### config.mk
export PLATFORM = sky130hd
export DESIGN_NAME = layer_serializer
export DESIGN_NICKNAME = d
export VERILOG_FILES = /design/src/rtl/layer_serializer.sv
export SDC_FILE = /design/constraint.sdc
export NUM_CORES = 1
export LEC_CHECK = 0
export ABC_AREA = 1
export BUFFER_PORTS_ARGS = -buffer_cell sky130_fd_sc_hd__buf_2
export CAP_MARGIN = 20
export CORE_ASPECT_RATIO = 0.7
export CORE_UTILIZATION = 50
export CTS_CLUSTER_DIAMETER = 60
export DETAILED_ROUTE_END_ITERATION = 12
export GPL_TIMING_DRIVEN = 0
export PLACE_DENSITY = 0.74
export SLEW_MARGIN = 5
export SYNTH_ARGS = -nofsm -noshare
export SYNTH_HDL_FRONTEND = slang
export SYNTH_SLANG_ARGS = --single-unit
### constraint.sdc
create_clock -name clk -period 3.2 [get_ports clk]
set_input_delay 0.16 -clock clk [delete_from_list [all_inputs] [get_ports clk]]
set_output_delay 0.16 -clock clk [all_outputs]
set_load 0.02 [all_outputs]
### src/rtl/layer_serializer.sv
// Parallel-to-serial stage between two fully connected layers: captures a layer's
// NN-word output vector in one cycle and replays it one word per cycle, neuron 0 first.
module layer_serializer #(
  parameter int unsigned NN        = 30,
  parameter int unsigned dataWidth = 16
) (
  input  logic                    clk,
  input  logic                    rst,
  input  logic [NN-1:0]           i_valid,
  input  logic [NN*dataWidth-1:0] i_data,
  output logic                    o_valid,
  output logic [dataWidth-1:0]    o_data,
  output logic                    o_last,
  output logic                    busy,
  output logic                    overrun,
  output logic                    valid_err
);

  localparam int unsigned CW = (NN > 1) ? $clog2(NN) : 1;
  localparam logic [CW-1:0] LAST_IDX = CW'(NN - 1);

  typedef enum logic {
    IDLE = 1'b0,
    SEND = 1'b1
  } state_e;

  state_e                          state_q, state_d;
  logic [CW-1:0]                   count_q, count_d;
  logic [NN-1:0][dataWidth-1:0]    buffer_q, buffer_d;
  logic                            o_valid_q, o_valid_d;
  logic [dataWidth-1:0]            o_data_q, o_data_d;
  logic                            o_last_q, o_last_d;
  logic                            overrun_q, overrun_d;
  logic                            valid_err_q, valid_err_d;

  logic                            trigger_c;
  logic                            mixed_c;
  logic                            at_last_c;
  logic                            capture_c;
  logic [CW-1:0]                   count_inc_c;

  assign trigger_c   = i_valid[0];
  assign mixed_c     = (i_valid != '0) && (i_valid != '1);
  assign at_last_c   = (count_q == LAST_IDX);
  assign count_inc_c = count_q + CW'(1);

  // A capture is accepted when idle or on the edge that retires the last word.
  assign capture_c   = trigger_c && ((state_q == IDLE) || at_last_c);

  // Next-state and registered-output logic.
  always_comb begin
    state_d     = state_q;
    count_d     = count_q;
    buffer_d    = buffer_q;
    o_valid_d   = o_valid_q;
    o_data_d    = o_data_q;
    o_last_d    = o_last_q;
    overrun_d   = overrun_q;
    valid_err_d = valid_err_q | mixed_c;

    case (state_q)
      IDLE: begin
        o_valid_d = 1'b0;
        o_last_d  = 1'b0;
      end
      SEND: begin
        if (at_last_c) begin
          state_d   = IDLE;
          count_d   = '0;
          o_valid_d = 1'b0;
          o_last_d  = 1'b0;
        end else begin
          count_d  = count_inc_c;
          o_data_d = buffer_q[count_inc_c];
          o_last_d = (count_inc_c == LAST_IDX);
          if (trigger_c) begin
            overrun_d = 1'b1;
          end
        end
      end
      default: begin
        state_d   = IDLE;
        count_d   = '0;
        o_valid_d = 1'b0;
        o_last_d  = 1'b0;
      end
    endcase

    // Word 0 goes straight to the output so the burst starts one cycle after capture.
    if (capture_c) begin
      state_d   = SEND;
      count_d   = '0;
      buffer_d  = i_data;
      o_valid_d = 1'b1;
      o_data_d  = i_data[dataWidth-1:0];
      o_last_d  = 1'b0;
    end
  end

  always_ff @(posedge clk or negedge rst) begin
    if (!rst) begin
      state_q     <= IDLE;
      count_q     <= '0;
      buffer_q    <= '0;
      o_valid_q   <= 1'b0;
      o_data_q    <= '0;
      o_last_q    <= 1'b0;
      overrun_q   <= 1'b0;
      valid_err_q <= 1'b0;
    end else begin
      state_q     <= state_d;
      count_q     <= count_d;
      buffer_q    <= buffer_d;
      o_valid_q   <= o_valid_d;
      o_data_q    <= o_data_d;
      o_last_q    <= o_last_d;
      overrun_q   <= overrun_d;
      valid_err_q <= valid_err_d;
    end
  end

  assign o_valid   = o_valid_q;
  assign o_data    = o_data_q;
  assign o_last    = o_last_q;
  assign busy      = o_valid_q;
  assign overrun   = overrun_q;
  assign valid_err = valid_err_q;

endmodule
Yosys cells after proc, flatten, opt, wreduce, memory -nomap -nowiden --
Cells that the tools add are included.
Storage, ports and cells: bits in registers 506, bits in latches 0, memory bits (writable) 0, memory bits (read-only) 0, input port bits 512, output and inout bits 21, word-level logic and storage cells 71, memories kept 0
Operators by class: add/sub/neg operators 1, $mul 0, divide/modulo/power cells 0, $lt $le $gt $ge 1, equality and inequality tests 5, shifts and indexed selects 0, muxes and demuxes 17, bitwise gates (word level) 3, reduce and logical (&&, ||, !) cells 7
Operators by type and width (number):
- binary-select mux 16 bit (select 5 bit) | 1
- two-way mux 16 bit | 4
- != test 30 bit, second input constant | 1
- nonzero test 30 bit | 1
- two-way mux 5 bit | 3
- equality test 5 bit, second input constant | 2
- two-way mux 1 bit | 7
- < comparator 5 x 6 -> 1 bit, second input constant | 1
- adder 5 x 1 -> 5 bit, second input constant | 1
- case mux 1 bit (2 select lines) | 2
- != test 3 x 1 -> 1 bit, second input constant | 1
- AND reduction 3 bit | 1
- logical AND 1 bit | 2
- != test 2 x 1 -> 1 bit, second input constant | 1
- inverter 1 bit | 2
- AND reduction 2 bit | 1
- nonzero test 2 bit | 1
- logical OR 1 bit | 1
- OR 1 bit | 1

Logic depth before layout (Yosys ltp) --
Gate-level depths: netlist of the first run.
depth in word-level cells 6, depth in mapped cells 17, mapped depth without buffers 12

Worst setup path after synthesis of the first run --
OpenSTA, ideal clock, no wires.
path type flip-flop to flip-flop, start register count_q[0], end register o_data_q[12], in the netlist o_data[12], library setup time 0.077 ns, arrival 2.240 ns, required time 3.123 ns, slack 0.882 ns, cell stages (with the launch flop) 17, path buffers 5, period minus slack after synthesis 2.318 ns, cells stage by stage dfrtp_1 > buf_2 > inv_1 > buf_2 > buf_2 > ha_1 > buf_4 > clkinv_1 > clkbuf_1 > nor2_1 > o21ai_0 > nand2_1 > nand2_1 > nand2_1 > nand2_1 > nor2_1 > a21oi_1
Between the ends: cells in the longest elaborated chain, start to end 6, elaborated cells between the ends (all ways) 12, classes of those cells add/sub (1); eq/ne (2); mux (5); reduce/logical (4)
RTL lines:
- start: declaration | RTL line 28 | logic [CW-1:0] count_q, count_d;
- start signal: assignment | RTL line 112 | count_q <= count_d;
- adder 5 x 1 -> 5 bit | RTL line 45 | assign count_inc_c = count_q + CW'(1);
- binary-select mux 16 bit (select 5 bit) | RTL line 74 | o_data_d = buffer_q[count_inc_c];
- two-way mux 16 bit (not written as such) | RTL line 74
- two-way mux 16 bit | RTL line 67 | if (at_last_c) begin
- two-way mux 16 bit | RTL line 61 | case (state_q)
- two-way mux 16 bit | RTL line 90 | if (capture_c) begin
- end signal: assignment | RTL line 115 | o_data_q <= o_data_d;
- end: declaration | RTL line 31 | logic [dataWidth-1:0] o_data_q, o_data_d;
Parallel ways exist; a longest one is shown, timed or not. The select of a mux whose other input is x is not followed. A chain may end at the register's enable or synchronous reset.

Worst setup path in the final report of the first run --
start register count_q[0], end register o_data_q[3], in the netlist o_data[3]
Same word-level chain as after synthesis.

==> key figures, run 1 <==
Placement
  • IO Port Bufs: about 530
  • Placer Congestion: 1.00
  • Detail Placement HPWL: roughly 78000 um
  • Post-Place Setup Slack: -0.777 ns

Drt
  • DRC viols: 0
  • Detailed Route WL: approximately 120000 um
  • Uppermost layer routed: met5
  • Wire length on met3: roughly 17000 um
  • Routed metal-1 wirelength: between 40000 and 50000 um
  • Iteration-0 DRC Markers: between 3k and 4k
  • Drt first pass iters: 8
  • Drt wl/cell: 24.5 um
  • Routed Antenna Nets: 0
  • Vias per inst: 5.86
  • Vias: 28.6k
  • Met2 wire len: 50100 um

Timing
  • Worst Tran Pin Value: 1.06 ns
  • RSZ-0062 raised after global routing: yes
  • Clock skew: 0.0157 ns
  • Final slew viol count: 0
  • Hold slack: 0.0519 ns
  • Final Hold Viols: 0
  • Crit path setup slack, layout: between 0.05 and 0.06 ns
  • Final setup viols: 0
  • Max_slew headroom: 29.3%
  • Fin crit share: 98.3%
  • Min Tclk post-route: about 3.1 ns
  • Fmax achieved: 318 MHz
  • Setup TNS: 0 ns

Clocking
  • Clk buf depth: 3
  • Post-CTS setup repair buffer count: 0
  • Htree depth: 2
  • Clk slew on worst S/H paths: roughly 0.070 ns
  • Clk_lat worst skew: around 0.60 ns
  • CTS tree: yes
  • # clock sinks: between 500 and 600
  • Root Driver: clkbuf_16
  • TritonCTS buffer count: 49

Layout
  • Post-layout util: 72.3%
  • Commonest non-fill, non-tap cell in the layout: nand2_1
  • Area grow syn2layout: 42.8%
  • Most frequent cells in the layout: nand2_1 (1258), buf_2 (618), dfrtp_1 (506)
  • Nets: 4726
  • Fillers: 3526
  • Layout cells sized above 1: ~19%

Yosys
  • Distinct cells, synth: 30
  • Synth async-reset ratio: 100%
  • Synth warn: 0
  • Syn Nets: 3654
  • Synthesized area: 24200 um2
  • Synthesized area per cell: between 7 and 8 um2
  • Post-synth top flop: dfrtp_1
  • Cells after Synth: 3139
  • Number of synthesized register bits: slightly above 500
  • Post-synth EDFFs: 0
  • Seq/Total Area, Yosys: 52.4%

Run
  • Max cap viols: 0

Worst setup path
  • CP endpoint kind: register
  • CP Max Fanout: 10
  • WP data required: 3.67 ns
  • Startpoint Class: register
  • FF-to-FF Start: count_q[0]$_DFFE_PN0P_
  • CP Data Arrival Time: 3.62 ns
  • Crit Path Category: register to register
  • Critical path origin: count_q[0]$_DFFE_PN0P_

Global routing
  • Largest net degree at the start of global routing: between 100 and 150
  • GRT overflow: 0
  • Total track usage: 48.0%
  • Initial antenna violation count: 9
  • Global-route wire length before repair: 172000 um
  • Vias in the first global route: 28.3k

Worst hold path
  • Hold_sp: i_valid[0]
  • Type of the worst min-delay path: input port to register

Floorplan
  • Die Ht: around 190 um
  • IO Count: 533
  • Die ar.: slightly below 50000 um2
  • Die W: 265 um
  • Core footprint: 47800 um2
  • Std-Cell Rows: 67
  • Initial core utilization: 50.6%

Power
  • Clk network pwr share: a little under a fifth
  • Reg power frac: 30.3%
  • Cell Int Power: 0.0189 W
  • Logic gate share of total power: 51.5%
  • Peak supply drop: 941 uV
  • Switch Pwr: between 0.015 and 0.02 W
  • Sw Ratio: a little under half
  • Leak: 17.5 nW
  • Cell Pwr Density: between 1000 and 1500 nW/um2

Status
  • Outcome: complete, no violations
[Yosys cell counts (3+ instances only)]
library cell | n | share of area, %
nand4_1 | 10 | 0.26
nor2_1 | 43 | 0.67
nand2_1 | 1258 | 20
inv_2 | 4 | 0.062
nand3_1 | 208 | 4.3
o211ai_1 | 38 | 1.2
buf_2 | 94 | 1.9
xor2_2 | 3 | 0.20
buf_6 | 4 | 0.19
o22ai_1 | 12 | 0.31
clkbuf_1 | 48 | 0.74
nor2_2 | 3 | 0.078
ha_1 | 3 | 0.16
buf_4 | 57 | 1.8
dfrtp_1 | 506 | 52
a21oi_1 | 106 | 2.2
buf_1 | 4 | 0.062
nor4_1 | 8 | 0.21
inv_1 | 292 | 4.5
o21ai_0 | 426 | 8.8
[final timing paths]
check	cells after the start	end	slack, ns
min in group asynchronous	2	buffer_q[165]$_DFFE_PN0P_	0.18
worst min register to register	2	buffer_q[241]$_DFFE_PN0P_	0.48
worst max-delay path	17	o_data[3]$_DFFE_PN0P_	0.05
max in group asynchronous	4	buffer_q[356]$_DFFE_PN0P_	1.39
worst min-delay path	4	count_q[2]$_DFFE_PN0P_	0.05
worst max register to register	17	o_data[3]$_DFFE_PN0P_	0.05
[metal layers]
layer / GRT usage (%) / vias to the layer above
met5: 0 / -
met4: 29.3 / 6
met3: 17.7 / 645
met2: 69.9 / 2518
met1: 61.0 / 13382
li1: - / 12065
[sequential cells by signal, summed over array words and instances, names as in the netlist]
| signal | count |
|---|---|
| o_last | 1 |
| count_q | 5 |
| o_data | 16 |
| valid_err | 1 |
| state_q | 1 |
| busy | 1 |
| overrun | 1 |
| buffer_q | 480 |
[power by group through the flow]
stage                     clock network [W]  logic [W]  registers (W)
after CTS                           0.00651     0.0172         0.0108
after global placement                    0     0.0163         0.0108
final                               0.00661     0.0187         0.0110
after global routing                0.00681     0.0196         0.0112
after floorplan                           0    0.00998         0.0106
after detailed placement                  0     0.0165         0.0109
[timing repair]
item / CTS / global route
hold buffers: 485 / 0
setup endpoints to repair: 16 / 16
hold endpoints to repair: 581 / 0
gates resized for setup: 16 / 25
[critical path, cell delays in order, from the launching register on]
cell        delay (ns)
dfrtp_1           0.40
buf_2             0.18
inv_1             0.12
buf_6             0.22
buf_6             0.20
ha_1              0.25
buf_4             0.19
clkinvlp_4        0.17
clkbuf_1          0.44
nand2_1           0.12
nand3_1           0.12
nand2_1           0.09
nand2_1           0.06
nand2_1           0.10
nand2_1           0.12
nand3_1           0.08
nand3_1           0.09
a21oi_1           0.08
[kinds of logic (layout without fill, tap and decap cells)]
group,Yosys count,count (layout),synth area share [%]
other,0,8,0
XOR/XNOR,5,5,0.383
adder cells (fa/ha/maj),3,3,0.155
AO/OA/AOI/OAI,585,585,12.6
buffers and inverters,504,1616,9.32
flip-flops,506,506,52.4
AND/OR/NAND/NOR,1536,1536,25.2
[final cells by class]
cell class | count | area (um2) | area share [%]
flip-flops and latches | 506 | 12700 | 36.7
multi-input cells | 2129 | 9320 | 27.0
repair buffers | 1021 | 7640 | 22.1
clock buffers | 67 | 1500 | 4.33
plain buffers | 207 | 1190 | 3.44
inverters | 297 | 1120 | 3.24
well taps | 621 | 777 | 2.25
clock inverters | 24 | 315 | 0.913
diodes | 8 | 20.0 | 0.0580
[through the flow]
stage	total power (W)	instances	instance area [um2]
after detailed placement	0.0274	4296	27700
after floorplan	0.0206	3139	24200
after global placement	0.0271	4292	27600
final	0.0363	4880	34500
after global routing	0.0376	4875	34500
after CTS	0.0345	4872	34400
Note: power is estimated with default switching activity, not from simulation.
==> inputs of run 2 (changes only) <==
Settings changed: CTS_CLUSTER_DIAMETER 60 to 50.
Clock period 3.2 ns to 3 ns, I/O delays scaled along.
==> run 2 against run 1 <==
Net effect:
- maximum frequency up 6.9%
- global-route usage decreased by 0.44 points
- via count about the same
- clock-buffer cell count is 6 higher
- core utilization rose by 0.055 points
- cell area is essentially flat
- critical endpoint is now o_data[6]$_DFFE_PN0P_
- largest power group unchanged
==> key figures, run 2 (synthesis results as in run 1) <==
Drt
  • Routed Antenna Nets: 0 (unchanged)
  • Drt wl/cell: 24.3 um (-0.45%)
  • Vias per inst: 5.86 (about the same)
  • Vias: 28.6k (-0.066%)
  • Drt first pass iters: 8 (unchanged)
  • Detailed Route WL: 119000 um (-0.45%)
  • DRC viols: 0 (unchanged)
  • Iteration-0 DRC Markers: 3860 (-0.57%)

Run
  • Max cap viols: 0 (unchanged)

Layout
  • Nets: 4727 (+0.021%)
  • Fillers: 3524 (-0.057%)
  • Max reg flops: 480 (unchanged)
  • Most frequent cells in the layout: nand2_1 (1258), buf_2 (616), dfrtp_1 (506)
  • Largest Register: buffer_q
  • Layout cells sized above 1: 19.4% (+0.11 points)
  • Finished Cell Area: 34600 um2 (about the same)
  • Post-layout util: 72.3% (about the same)
  • Area grow syn2layout: 42.9% (about the same)
  • Commonest non-fill, non-tap cell in the layout: nand2_1

Placement
  • Detail Placement HPWL: 77500 um (unchanged)
  • IO Port Bufs: 532 (unchanged)
  • Placer Congestion: 1.00 (unchanged)
  • Post-DP Area: 27700 um2 (unchanged)

Clocking
  • Clk slew on worst S/H paths: 0.07 ns (about the same)
  • Clk buf depth: 3 (unchanged)
  • Clk_lat worst skew: 0.60 ns (about the same)
  • Root Driver: clkbuf_16
  • TritonCTS buffer count: 50 (+2.0%)
  • # clock sinks: 506 (unchanged)
  • CTS tree: yes
  • Htree depth: 2 (unchanged)
  • Post-CTS setup repair buffer count: 0 (unchanged)

Worst hold path
  • Type of the worst min-delay path: input port to register

Worst setup path
  • CP Max Fanout: 10 (unchanged)
  • CP endpoint kind: register
  • Crit Path Category: register to register
  • Startpoint Class: register
  • WP data required: 3.53 ns (-0.14 ns)
  • CP Data Arrival Time: 3.48 ns (-0.14 ns)

Global routing
  • Vias in the first global route: 28.2k (-0.46%)
  • GRT overflow: 0 (unchanged)
  • Total track usage: 47.5% (-0.44 points)
  • Initial antenna violation count: 9 (unchanged)
  • Global-route wire length before repair: 171000 um (-0.59%)
  • Largest net degree at the start of global routing: 113 (unchanged)

Timing
  • Clock skew: 0.0286 ns (+0.0129 ns)
  • Final Hold Viols: 0 (unchanged)
  • Worst Tran Pin Value: 1.02 ns (-0.0403 ns)
  • RSZ-0062 raised after global routing: no
  • Max_slew headroom: 32.0% (+2.7 points)
  • Final slew viol count: 0 (unchanged)
  • Min Tclk post-route: 2.94 ns (-0.202 ns)
  • Fin crit share: 98.2% (-0.18 points)
  • Final setup viols: 0 (unchanged)
  • Fmax achieved: 340 MHz (+6.9%)

Floorplan
  • Core footprint: 47800 um2 (unchanged)
  • Std-Cell Rows: 67 (unchanged)
  • Die ar.: 49300 um2 (unchanged)
  • IO Count: 533 (unchanged)
  • Die W: 265 um (unchanged)
  • Initial core utilization: 50.6% (unchanged)
  • Die Ht: 186 um (unchanged)

Power
  • Leak: 17.5 nW (about the same)
  • Peak supply drop: 945 uV (+0.38%)
  • Cell Pwr Density: 1120 nW/um2 (+6.6%)

Status
  • Outcome: complete, no violations
## run 2: cell count changes in the layout (fill, tap and decap cells not counted), moves of 3 or more
cell / delta
a21oi_2: +3
clkinv_2: -7
buf_6: +3
clkbuf_8: +5
bufinv_16: -3
clkinvlp_4: -4
a21oi_1: -3
diode_2: +3
nand3_1: -3
inv_6: +3
nand3_2: +3
## run 2: final timing paths
| path | startpoint | end | slack (ns) | cells after the start |
|---|---|---|---|---|
| hold reg to reg | buffer_q[241]$_DFFE_PN0P_ | buffer_q[241]$_DFFE_PN0P_ | 0.48 | 2 |
| hold / removal | i_valid[0] | count_q[2]$_DFFE_PN0P_ | 0.03 | 4 |
| setup reg to reg | count_q[0]$_DFFE_PN0P_ | o_data[6]$_DFFE_PN0P_ | 0.06 | 14 |
| max in group asynchronous | rst | buffer_q[40]$_DFFE_PN0P_ | 1.26 | 4 |
| setup / recovery | count_q[0]$_DFFE_PN0P_ | o_data[6]$_DFFE_PN0P_ | 0.06 | 14 |
| min in group asynchronous | rst | buffer_q[167]$_DFFE_PN0P_ | 0.18 | 2 |
## run 2: layout make-up
cell class	instances	area [um2]	area share, %
flip-flops and latches	506	12700	36.6
multi-input cells	2129	9350	27.0
repair buffers	1021	7640	22.1
clock buffers	73	1530	4.42
plain buffers	207	1250	3.62
inverters	297	1120	3.23
well taps	621	777	2.25
clock inverters	15	214	0.619
diodes	11	27.5	0.0796
## run 2: repair_timing
| action | in CTS | in global routing |
|---|---|---|
| pin swaps | 0 | 3 |
| resized for setup | 34 | 44 |
| endpoints found under the setup margin | 17 | 16 |
| hold buffers | 485 | 0 |
| endpoints found under the hold margin | 581 | 0 |
## run 2: layer usage
layer	global-route usage (%)	share of wire, %
met5	0	0
met3	15.7	14
met1	61.5	37
met4	28.4	6.8
met2	69.7	42
## run 2: worst max-delay path: stages (launching register included)
cell	delay [ns]
dfrtp_1	0.41
clkbuf_4	0.19
inv_2	0.10
buf_12	0.16
buf_6	0.18
ha_1	0.25
buf_4	0.19
clkbuf_2	0.22
a21oi_1	0.40
o21ai_0	0.16
o21ai_0	0.18
nand2_1	0.11
nand3_1	0.08
nand3_1	0.09
a21oi_1	0.14
## run 2: per-stage QoR
step | setup TNS, ns | total power [W] | worst slack [ns] | hold WS (ns) | cells
after global routing | 0 | 0.0402 | 0.00603 | 0.0203 | 4875
after floorplan | 0 | 0.0219 | 0.682 | -0.146 | 3139
after global placement | -4339.80 | 0.0289 | -8.64 | 0.346 | 4292
after CTS | 0 | 0.0367 | 0.00682 | 0.00130 | 4869
after detailed placement | -11.20 | 0.0293 | -0.977 | 0.217 | 4296
final | 0 | 0.0387 | 0.0553 | 0.0317 | 4880
## run 2: power breakdown
group / internal [W] / switching, W
sequential: 0.0102 / 0.00155
clock: 0.00388 / 0.00297
combinational: 0.00608 / 0.0141
total: 0.0201 / 0.0186
